$ cat src/rtl/fp_align_stage_if.sv
// fp_align_stage_if: handshake and data bus of the FP adder alignment stage.
//   Upstream side : in_valid, in_ready, opA, opB, op_sub
//   Downstream    : out_valid, out_ready, aSig, bSig, aSign, eop, exp_out,
//                   is_nan, is_inf, is_zero
//   master modport: the environment (drives operands, accepts results)
//   slave modport : the alignment stage itself
interface fp_align_stage_if #(
  parameter int EXP_WIDTH = 8,
  parameter int SIG_WIDTH = 23
);
  localparam int OP_W   = EXP_WIDTH + SIG_WIDTH + 1;
  localparam int SIG_W2 = 2 * SIG_WIDTH + 3;

  logic                 in_valid;
  logic                 in_ready;
  logic [OP_W-1:0]      opA;
  logic [OP_W-1:0]      opB;
  logic                 op_sub;
  logic                 out_valid;
  logic                 out_ready;
  logic [SIG_W2-1:0]    aSig;
  logic [SIG_W2-1:0]    bSig;
  logic                 aSign;
  logic                 eop;
  logic [EXP_WIDTH-1:0] exp_out;
  logic                 is_nan;
  logic                 is_inf;
  logic                 is_zero;

  modport master (
    output in_valid, opA, opB, op_sub, out_ready,
    input  in_ready, out_valid, aSig, bSig, aSign, eop, exp_out,
           is_nan, is_inf, is_zero
  );

  modport slave (
    input  in_valid, opA, opB, op_sub, out_ready,
    output in_ready, out_valid, aSig, bSig, aSign, eop, exp_out,
           is_nan, is_inf, is_zero
  );
endinterface

$ cat src/rtl/fp_align_stage.sv
// fp_align_stage: pre-add alignment of the single-precision FP adder.
//   Stage 1 unpacks both operands, orders them so the larger exponent is A,
//   computes the effective operation, shift distance and special flags.
//   Stage 2 builds the 49-bit significand fields and right-aligns B with a
//   sticky bit collecting every bit shifted out.
// Ports:
//   clk    : clock, rising edge
//   rst_n  : synchronous active-low reset
//   bus    : fp_align_stage_if.slave (operand/result handshake and data)
//   far_cnt: 16-bit saturating count of emitted transactions whose shift
//            distance exceeds SIG_WIDTH+2 (only when FP_ALIGN_PERF_CNT_EN
//            is defined)
module fp_align_stage #(
  parameter int EXP_WIDTH = 8,
  parameter int SIG_WIDTH = 23
) (
  input  logic                 clk,
  input  logic                 rst_n,
  fp_align_stage_if.slave      bus
`ifdef FP_ALIGN_PERF_CNT_EN
  ,
  output logic [15:0]          far_cnt
`endif
);
  localparam int OP_W   = EXP_WIDTH + SIG_WIDTH + 1;
  localparam int MAN_W  = SIG_WIDTH + 1;
  localparam int SIG_W2 = 2 * SIG_WIDTH + 3;

  // ---------------- handshake ----------------
  logic s1_valid, s2_valid;
  logic s2_adv, in_ready;

  assign s2_adv   = !s2_valid || bus.out_ready;
  assign in_ready = !s1_valid || s2_adv;

  // ---------------- stage 1: unpack / compare ----------------
  logic                 sign_a, sign_b;
  logic [EXP_WIDTH-1:0] exp_a, exp_b, eexp_a, eexp_b;
  logic [SIG_WIDTH-1:0] frac_a, frac_b;
  logic [MAN_W-1:0]     man_a, man_b;
  logic                 nan_a, nan_b, inf_a, inf_b, zero_a, zero_b;
  logic                 swap, eop_c, nan_c, inf_c, zero_c;
  logic [EXP_WIDTH-1:0] d_c;

  always_comb begin
    sign_a = bus.opA[OP_W-1];
    sign_b = bus.opB[OP_W-1];
    exp_a  = bus.opA[OP_W-2 -: EXP_WIDTH];
    exp_b  = bus.opB[OP_W-2 -: EXP_WIDTH];
    frac_a = bus.opA[SIG_WIDTH-1:0];
    frac_b = bus.opB[SIG_WIDTH-1:0];
    man_a  = {|exp_a, frac_a};
    man_b  = {|exp_b, frac_b};
    // denormals share the exponent of the smallest normal
    eexp_a = (|exp_a) ? exp_a : EXP_WIDTH'(1);
    eexp_b = (|exp_b) ? exp_b : EXP_WIDTH'(1);
    nan_a  = (&exp_a) && (|frac_a);
    nan_b  = (&exp_b) && (|frac_b);
    inf_a  = (&exp_a) && !(|frac_a);
    inf_b  = (&exp_b) && !(|frac_b);
    zero_a = !(|exp_a) && !(|frac_a);
    zero_b = !(|exp_b) && !(|frac_b);
    // exponent tie keeps opA on the A side
    swap   = exp_b > exp_a;
    eop_c  = sign_a ^ sign_b ^ bus.op_sub;
    nan_c  = nan_a || nan_b || (inf_a && inf_b && eop_c);
    inf_c  = (inf_a || inf_b) && !nan_c;
    zero_c = zero_a && zero_b;
    d_c    = swap ? (eexp_b - eexp_a) : (eexp_a - eexp_b);
  end

  logic [MAN_W-1:0]     s1_man_a, s1_man_b;
  logic [EXP_WIDTH-1:0] s1_exp, s1_d;
  logic                 s1_asign, s1_eop, s1_nan, s1_inf, s1_zero;

  always_ff @(posedge clk) begin
    if (!rst_n) begin
      s1_man_a <= '0;
      s1_man_b <= '0;
      s1_exp   <= '0;
      s1_d     <= '0;
      s1_asign <= 1'b0;
      s1_eop   <= 1'b0;
      s1_nan   <= 1'b0;
      s1_inf   <= 1'b0;
      s1_zero  <= 1'b0;
    end else if (bus.in_valid && in_ready) begin
      s1_man_a <= swap ? man_b : man_a;
      s1_man_b <= swap ? man_a : man_b;
      s1_exp   <= swap ? eexp_b : eexp_a;
      s1_d     <= d_c;
      s1_asign <= swap ? sign_b : sign_a;
      s1_eop   <= eop_c;
      s1_nan   <= nan_c;
      s1_inf   <= inf_c;
      s1_zero  <= zero_c;
    end
  end

  // ---------------- stage 2: align ----------------
  logic [SIG_W2-1:0]   lay_a, lay_b, bsig_c;
  logic [2*SIG_W2-1:0] wide;

  always_comb begin
    lay_a = {1'b0, s1_man_a, {MAN_W{1'b0}}};
    lay_b = {1'b0, s1_man_b, {MAN_W{1'b0}}};
    // lower half of the wide shift holds exactly the bits dropped below bit 0
    wide  = {lay_b, {SIG_W2{1'b0}}} >> s1_d;
    if (s1_d >= EXP_WIDTH'(SIG_W2 - 1))
      bsig_c = {{(SIG_W2-1){1'b0}}, |s1_man_b};
    else
      bsig_c = wide[2*SIG_W2-1 -: SIG_W2] |
               {{(SIG_W2-1){1'b0}}, |wide[SIG_W2-1:0]};
  end

  logic [SIG_W2-1:0]    s2_asig, s2_bsig;
  logic [EXP_WIDTH-1:0] s2_exp;
  logic                 s2_asign, s2_eop, s2_nan, s2_inf, s2_zero;

  always_ff @(posedge clk) begin
    if (!rst_n) begin
      s2_asig  <= '0;
      s2_bsig  <= '0;
      s2_exp   <= '0;
      s2_asign <= 1'b0;
      s2_eop   <= 1'b0;
      s2_nan   <= 1'b0;
      s2_inf   <= 1'b0;
      s2_zero  <= 1'b0;
    end else if (s1_valid && s2_adv) begin
      s2_asig  <= lay_a;
      s2_bsig  <= bsig_c;
      s2_exp   <= s1_exp;
      s2_asign <= s1_asign;
      s2_eop   <= s1_eop;
      s2_nan   <= s1_nan;
      s2_inf   <= s1_inf;
      s2_zero  <= s1_zero;
    end
  end

  // ---------------- valid pipeline ----------------
  always_ff @(posedge clk) begin
    if (!rst_n) begin
      s1_valid <= 1'b0;
      s2_valid <= 1'b0;
    end else begin
      if (in_ready) s1_valid <= bus.in_valid;
      if (s2_adv)   s2_valid <= s1_valid;
    end
  end

  assign bus.in_ready  = in_ready;
  assign bus.out_valid = s2_valid;
  assign bus.aSig      = s2_asig;
  assign bus.bSig      = s2_bsig;
  assign bus.aSign     = s2_asign;
  assign bus.eop       = s2_eop;
  assign bus.exp_out   = s2_exp;
  assign bus.is_nan    = s2_nan;
  assign bus.is_inf    = s2_inf;
  assign bus.is_zero   = s2_zero;

`ifdef FP_ALIGN_PERF_CNT_EN
  logic s2_far;

  always_ff @(posedge clk) begin
    if (!rst_n)
      s2_far <= 1'b0;
    else if (s1_valid && s2_adv)
      s2_far <= s1_d > EXP_WIDTH'(SIG_WIDTH + 2);
  end

  always_ff @(posedge clk) begin
    if (!rst_n)
      far_cnt <= '0;
    else if (s2_valid && bus.out_ready && s2_far && (far_cnt != '1))
      far_cnt <= far_cnt + 16'd1;
  end
`endif
endmodule
$ cat src/flat_wrapper.sv
// flat-port wrapper written by rule: the top's interface ports become plain ports
module fp_align_stage_flat 
#(
  parameter int EXP_WIDTH = 8,
  parameter int SIG_WIDTH = 23
)
  (clk, rst_n, bus_in_valid, bus_opA, bus_opB, bus_op_sub, bus_out_ready, bus_in_ready, bus_out_valid, bus_aSig, bus_bSig, bus_aSign, bus_eop, bus_exp_out, bus_is_nan, bus_is_inf, bus_is_zero);
  fp_align_stage_if #(.EXP_WIDTH(EXP_WIDTH), .SIG_WIDTH(SIG_WIDTH)) bus_i ();
  input  logic clk;
  input  logic rst_n;
  input wire logic [$bits(bus_i.in_valid)-1:0] bus_in_valid;
  input wire logic [$bits(bus_i.opA)-1:0] bus_opA;
  input wire logic [$bits(bus_i.opB)-1:0] bus_opB;
  input wire logic [$bits(bus_i.op_sub)-1:0] bus_op_sub;
  input wire logic [$bits(bus_i.out_ready)-1:0] bus_out_ready;
  output wire logic [$bits(bus_i.in_ready)-1:0] bus_in_ready;
  output wire logic [$bits(bus_i.out_valid)-1:0] bus_out_valid;
  output wire logic [$bits(bus_i.aSig)-1:0] bus_aSig;
  output wire logic [$bits(bus_i.bSig)-1:0] bus_bSig;
  output wire logic [$bits(bus_i.aSign)-1:0] bus_aSign;
  output wire logic [$bits(bus_i.eop)-1:0] bus_eop;
  output wire logic [$bits(bus_i.exp_out)-1:0] bus_exp_out;
  output wire logic [$bits(bus_i.is_nan)-1:0] bus_is_nan;
  output wire logic [$bits(bus_i.is_inf)-1:0] bus_is_inf;
  output wire logic [$bits(bus_i.is_zero)-1:0] bus_is_zero;
  assign bus_i.in_valid = bus_in_valid;
  assign bus_i.opA = bus_opA;
  assign bus_i.opB = bus_opB;
  assign bus_i.op_sub = bus_op_sub;
  assign bus_i.out_ready = bus_out_ready;
  assign bus_in_ready = bus_i.in_ready;
  assign bus_out_valid = bus_i.out_valid;
  assign bus_aSig = bus_i.aSig;
  assign bus_bSig = bus_i.bSig;
  assign bus_aSign = bus_i.aSign;
  assign bus_eop = bus_i.eop;
  assign bus_exp_out = bus_i.exp_out;
  assign bus_is_nan = bus_i.is_nan;
  assign bus_is_inf = bus_i.is_inf;
  assign bus_is_zero = bus_i.is_zero;
  fp_align_stage #(.EXP_WIDTH(EXP_WIDTH), .SIG_WIDTH(SIG_WIDTH)) u_core (.clk(clk), .rst_n(rst_n), .bus(bus_i));
endmodule
$ cat config.mk
export PLATFORM = sky130hd
export DESIGN_NAME = fp_align_stage_flat
export DESIGN_NICKNAME = d
export VERILOG_FILES = /design/src/rtl/fp_align_stage_if.sv /design/src/rtl/fp_align_stage.sv /design/src/flat_wrapper.sv
export SDC_FILE = /design/constraint.sdc
export NUM_CORES = 1
export LEC_CHECK = 0
export ABC_AREA = 1
export CAP_MARGIN = 15
export CORE_UTILIZATION = 58
export DETAILED_ROUTE_END_ITERATION = 10
export GPL_TIMING_DRIVEN = 0
export HOLD_SLACK_MARGIN = 0.05
export PLACE_DENSITY = 0.87
export SLEW_MARGIN = 0
export SYNTH_ARGS = -nofsm -noshare
export SYNTH_HDL_FRONTEND = slang
export SYNTH_SLANG_ARGS = --single-unit
$ cat constraint.sdc
create_clock -name clk -period 4.74 [get_ports clk]
set_input_delay 0.948 -clock clk [delete_from_list [all_inputs] [get_ports clk]]
set_output_delay 0.948 -clock clk [all_outputs]
set_load 0.005 [all_outputs]
==> results.sh <==
export IMPL_wl_per_cell_um=18.9
export IMPL_drv_cap=0
export IMPL_yosysSeqAreaShare=0.315
export IMPL_drtIter0Drc=1514
export IMPL_slew_headroom=0.423
export IMPL_final_setup_viol_count=0
export IMPL_yosys_warnings=0
export IMPL_p_int_mw=2.68
export IMPL_htreeDepth=4
export IMPL_fmax_mhz=269
export IMPL_arrival_ns=4.02
export IMPL_clkSinkCount=156
export IMPL_tightest_slew_ns=0.865
export IMPL_cp_start_kind="input pin"
export IMPL_clkLatencyLatePin_ns=0.44
export IMPL_finalPower_mw=4.22
export IMPL_max_clock_path_buffers=2
export IMPL_hold_buffers=0
export IMPL_n_antenna_cell=0
export IMPL_power_frac_comb=0.312
export IMPL_grt_pass1_wl_um=55800
export IMPL_rsz0062_at_grt="false"
export IMPL_area_growth_pct=25.5
export IMPL_peakVddDrop_uv=272
export IMPL_switching_share=0.365
export IMPL_crit_type="in2reg"
export IMPL_synthCells=1489
export IMPL_stdcell_count=1921
export IMPL_fin_nets=1781
export IMPL_grt_usage=0.409
export IMPL_root_buffer="clkbuf_16"
export IMPL_cp_data_required_time_ns=5.04
export IMPL_portBuffers=155
export IMPL_numCtsBuffers=17
export IMPL_p_seq_frac=0.349
export IMPL_pwr_share_clk=0.339
export IMPL_grt_max_degree=17
export IMPL_dp_cells=1889
export IMPL_hold_viol=0
export IMPL_die_h_um=133
export IMPL_path_clk_slew_ns=0.06
export IMPL_synth_edf_count=0
export IMPL_syn_avg_cell_area_um2=6.65
export IMPL_rows=47
export IMPL_drc=0
export IMPL_status="finished clean"
export IMPL_first_pass_iters=6
export IMPL_wirelength_um=36300
export IMPL_grt_pass1_vias=10600
export IMPL_die_width_um=133
export IMPL_syn_area_um2=9900
export IMPL_finClkSkew_ns=0.0126
export IMPL_gr_total_overflow=0
export IMPL_start_util=0.595
export IMPL_tns_ns=0
export IMPL_drive_gt1_frac=0.107
export IMPL_finalCritPeriodShare=0.785
export IMPL_cts_tree="built"
export IMPL_cts_setup_buffers=0
export IMPL_io_pins=182
export IMPL_antenna_found_initial=0
export IMPL_core_area_um2=16600
export IMPL_p_leak_nw=5.35
export IMPL_final_max_slew_viol_count=0
export IMPL_min_period_ns=3.72
export IMPL_hp_class="reg2reg"
export IMPL_async_flop_share=0
export IMPL_powerDensity_nw_per_um2=340
export IMPL_p_sw_mw=1.54
export IMPL_place_congestion=1.05
export IMPL_fin_util=0.747
export IMPL_cts_resized=0
export IMPL_die_area_um2=17600
export IMPL_cp_end_kind="register"
export IMPL_viasPerCell=6.03
export IMPL_hpwl_um=27900
export IMPL_crit_path_max_fanout=10
export IMPL_final_antenna_net_count=0
export IMPL_synth_flop_cell="dfxtp_1"
export IMPL_ys_types=39
export IMPL_ys_ff_latch=156
export IMPL_num_vias=11600
export IMPL_timing_hold_ws_ns=0.463
[placed cells by master (no fill, tap or decap), types with 7 or more instances in the layout]
cell type,count
clkbuf_16,17
a21oi_1,180
buf_4,33
o21ai_0,102
nand2_2,9
nor4_1,15
nand4_1,22
o21ai_1,7
nand2_4,17
nand3_1,128
nand3_2,53
nor2_1,121
dfxtp_1,156
clkdlybuf4s50_1,155
clkbuf_1,72
nand2_1,368
inv_1,86
o211ai_1,27
ha_1,22
buf_2,19
conb_1,26
[per-stage QoR]
| step | cell area, µm² | worst slack [ns] |
|---|---|---|
| 2_1_floorplan | 10000 | 2.00 |
| 3_3_place_gp | 11800 | 0.797 |
| 3_5_place_dp | 11800 | 0.769 |
| 4_1_cts | 12400 | 1.19 |
| 5_1_grt | 12400 | 0.969 |
| 6_report | 12400 | 1.02 |
[sequential cells by signal (all words and copies together) (netlist names), 8 cells and up]
signal,cells
u_core.s1_man_b,24
u_core.bus.bSig,48
u_core.bus.aSig,24
u_core.s1_man_a,24
u_core.s1_exp,8
u_core.bus.exp_out,8
u_core.s1_d,8
[layer usage]
layer | vias up | track usage | wire, µm
li1 | 5296 | - | -
met1 | 5310 | 0.534 | 14600
met2 | 854 | 0.639 | 16000
met3 | 128 | 0.123 | 4540
met4 | 0 | 0.148 | 1200
met5 | - | 0 | 0
[synth_stat cells, types with 2 or more instances]
library cell	instances	share of area
a21oi_1	180	0.091
o221ai_1	2	0.0018
inv_1	86	0.033
mux2i_1	2	0.0020
clkinv_1	4	0.0015
nand4_1	22	0.014
o211ai_1	27	0.020
xnor2_1	6	0.0053
buf_12	2	0.0040
ha_1	22	0.028
buf_6	3	0.0034
buf_4	33	0.025
nand3_1	128	0.065
nand2_4	17	0.019
nor2_2	4	0.0025
a21oi_2	3	0.0027
nor4_1	15	0.0095
nand3_2	53	0.054
clkbuf_1	72	0.027
xor2_1	5	0.0044
inv_2	2	0.00076
fa_1	2	0.0040
nand2_1	368	0.14
o21ai_1	7	0.0035
o21ai_0	102	0.052
buf_1	6	0.0023
dfxtp_1	156	0.32
buf_2	19	0.0096
nand2_2	9	0.0057
o21ai_2	3	0.0027
nor2_1	121	0.046
[layout make-up]
| class | instances | area [µm²] |
|---|---|---|
| Inverter | 93 | 357 |
| Fill cell | 1324 | 4210 |
| Multi-Input combinational cell | 1130 | 5810 |
| Timing Repair Buffer | 155 | 1550 |
| Buffer | 135 | 709 |
| Sequential cell | 156 | 3120 |
| Tap cell | 220 | 275 |
| Clock buffer | 19 | 453 |
| Clock inverter | 13 | 154 |
[cell families (layout without fill, tap and decap cells)]
family,Yosys count,count (layout),share of synthesized area
fa+ha+maj,24,24,0.0318
flops,156,156,0.315
mux,2,2,0.00202
other cells,1,26,0.000379
simple gates,741,741,0.358
compound gates,326,326,0.175
buf+inv,228,415,0.108
xor+xnor,11,11,0.00973
[worst max-delay path: stages]
cell	delay, ns
clkdlybuf4s50_1	0.60
inv_1	0.09
ha_1	0.31
a21oi_1	0.14
o21ai_0	0.09
nand2_1	0.07
o211ai_1	0.07
nand2_1	0.37
clkinv_1	0.44
clkbuf_1	0.37
o211ai_1	0.40
a21oi_1	0.12
[worst paths after layout]
path,startpoint,endpoint,slack (ns),depth (start not counted)
worst max-delay path,bus_opA[24],u_core.s1_man_b[4]$_SDFFE_PN0P_,1.02,12
worst min-delay path,u_core.s1_asign$_SDFFE_PN0P_,u_core.s1_asign$_SDFFE_PN0P_,0.46,2
worst max register to register,u_core.s1_d[2]$_SDFFE_PN0P_,u_core.bus.bSig[0]$_SDFFE_PN0P_,2.16,15
worst min register to register,u_core.s1_asign$_SDFFE_PN0P_,u_core.s1_asign$_SDFFE_PN0P_,0.46,2
[power by group through the flow]
stage               clock [mW]  combinational, mW  sequential (mW)
finish                    1.43               1.32             1.47
global route              1.48               1.42             1.48
CTS                       1.42               1.27             1.47
detailed placement           0               1.25             1.50
global placement             0               1.24             1.49
floorplan                    0              0.812             1.48
Power figures use the tool's default switching activity.
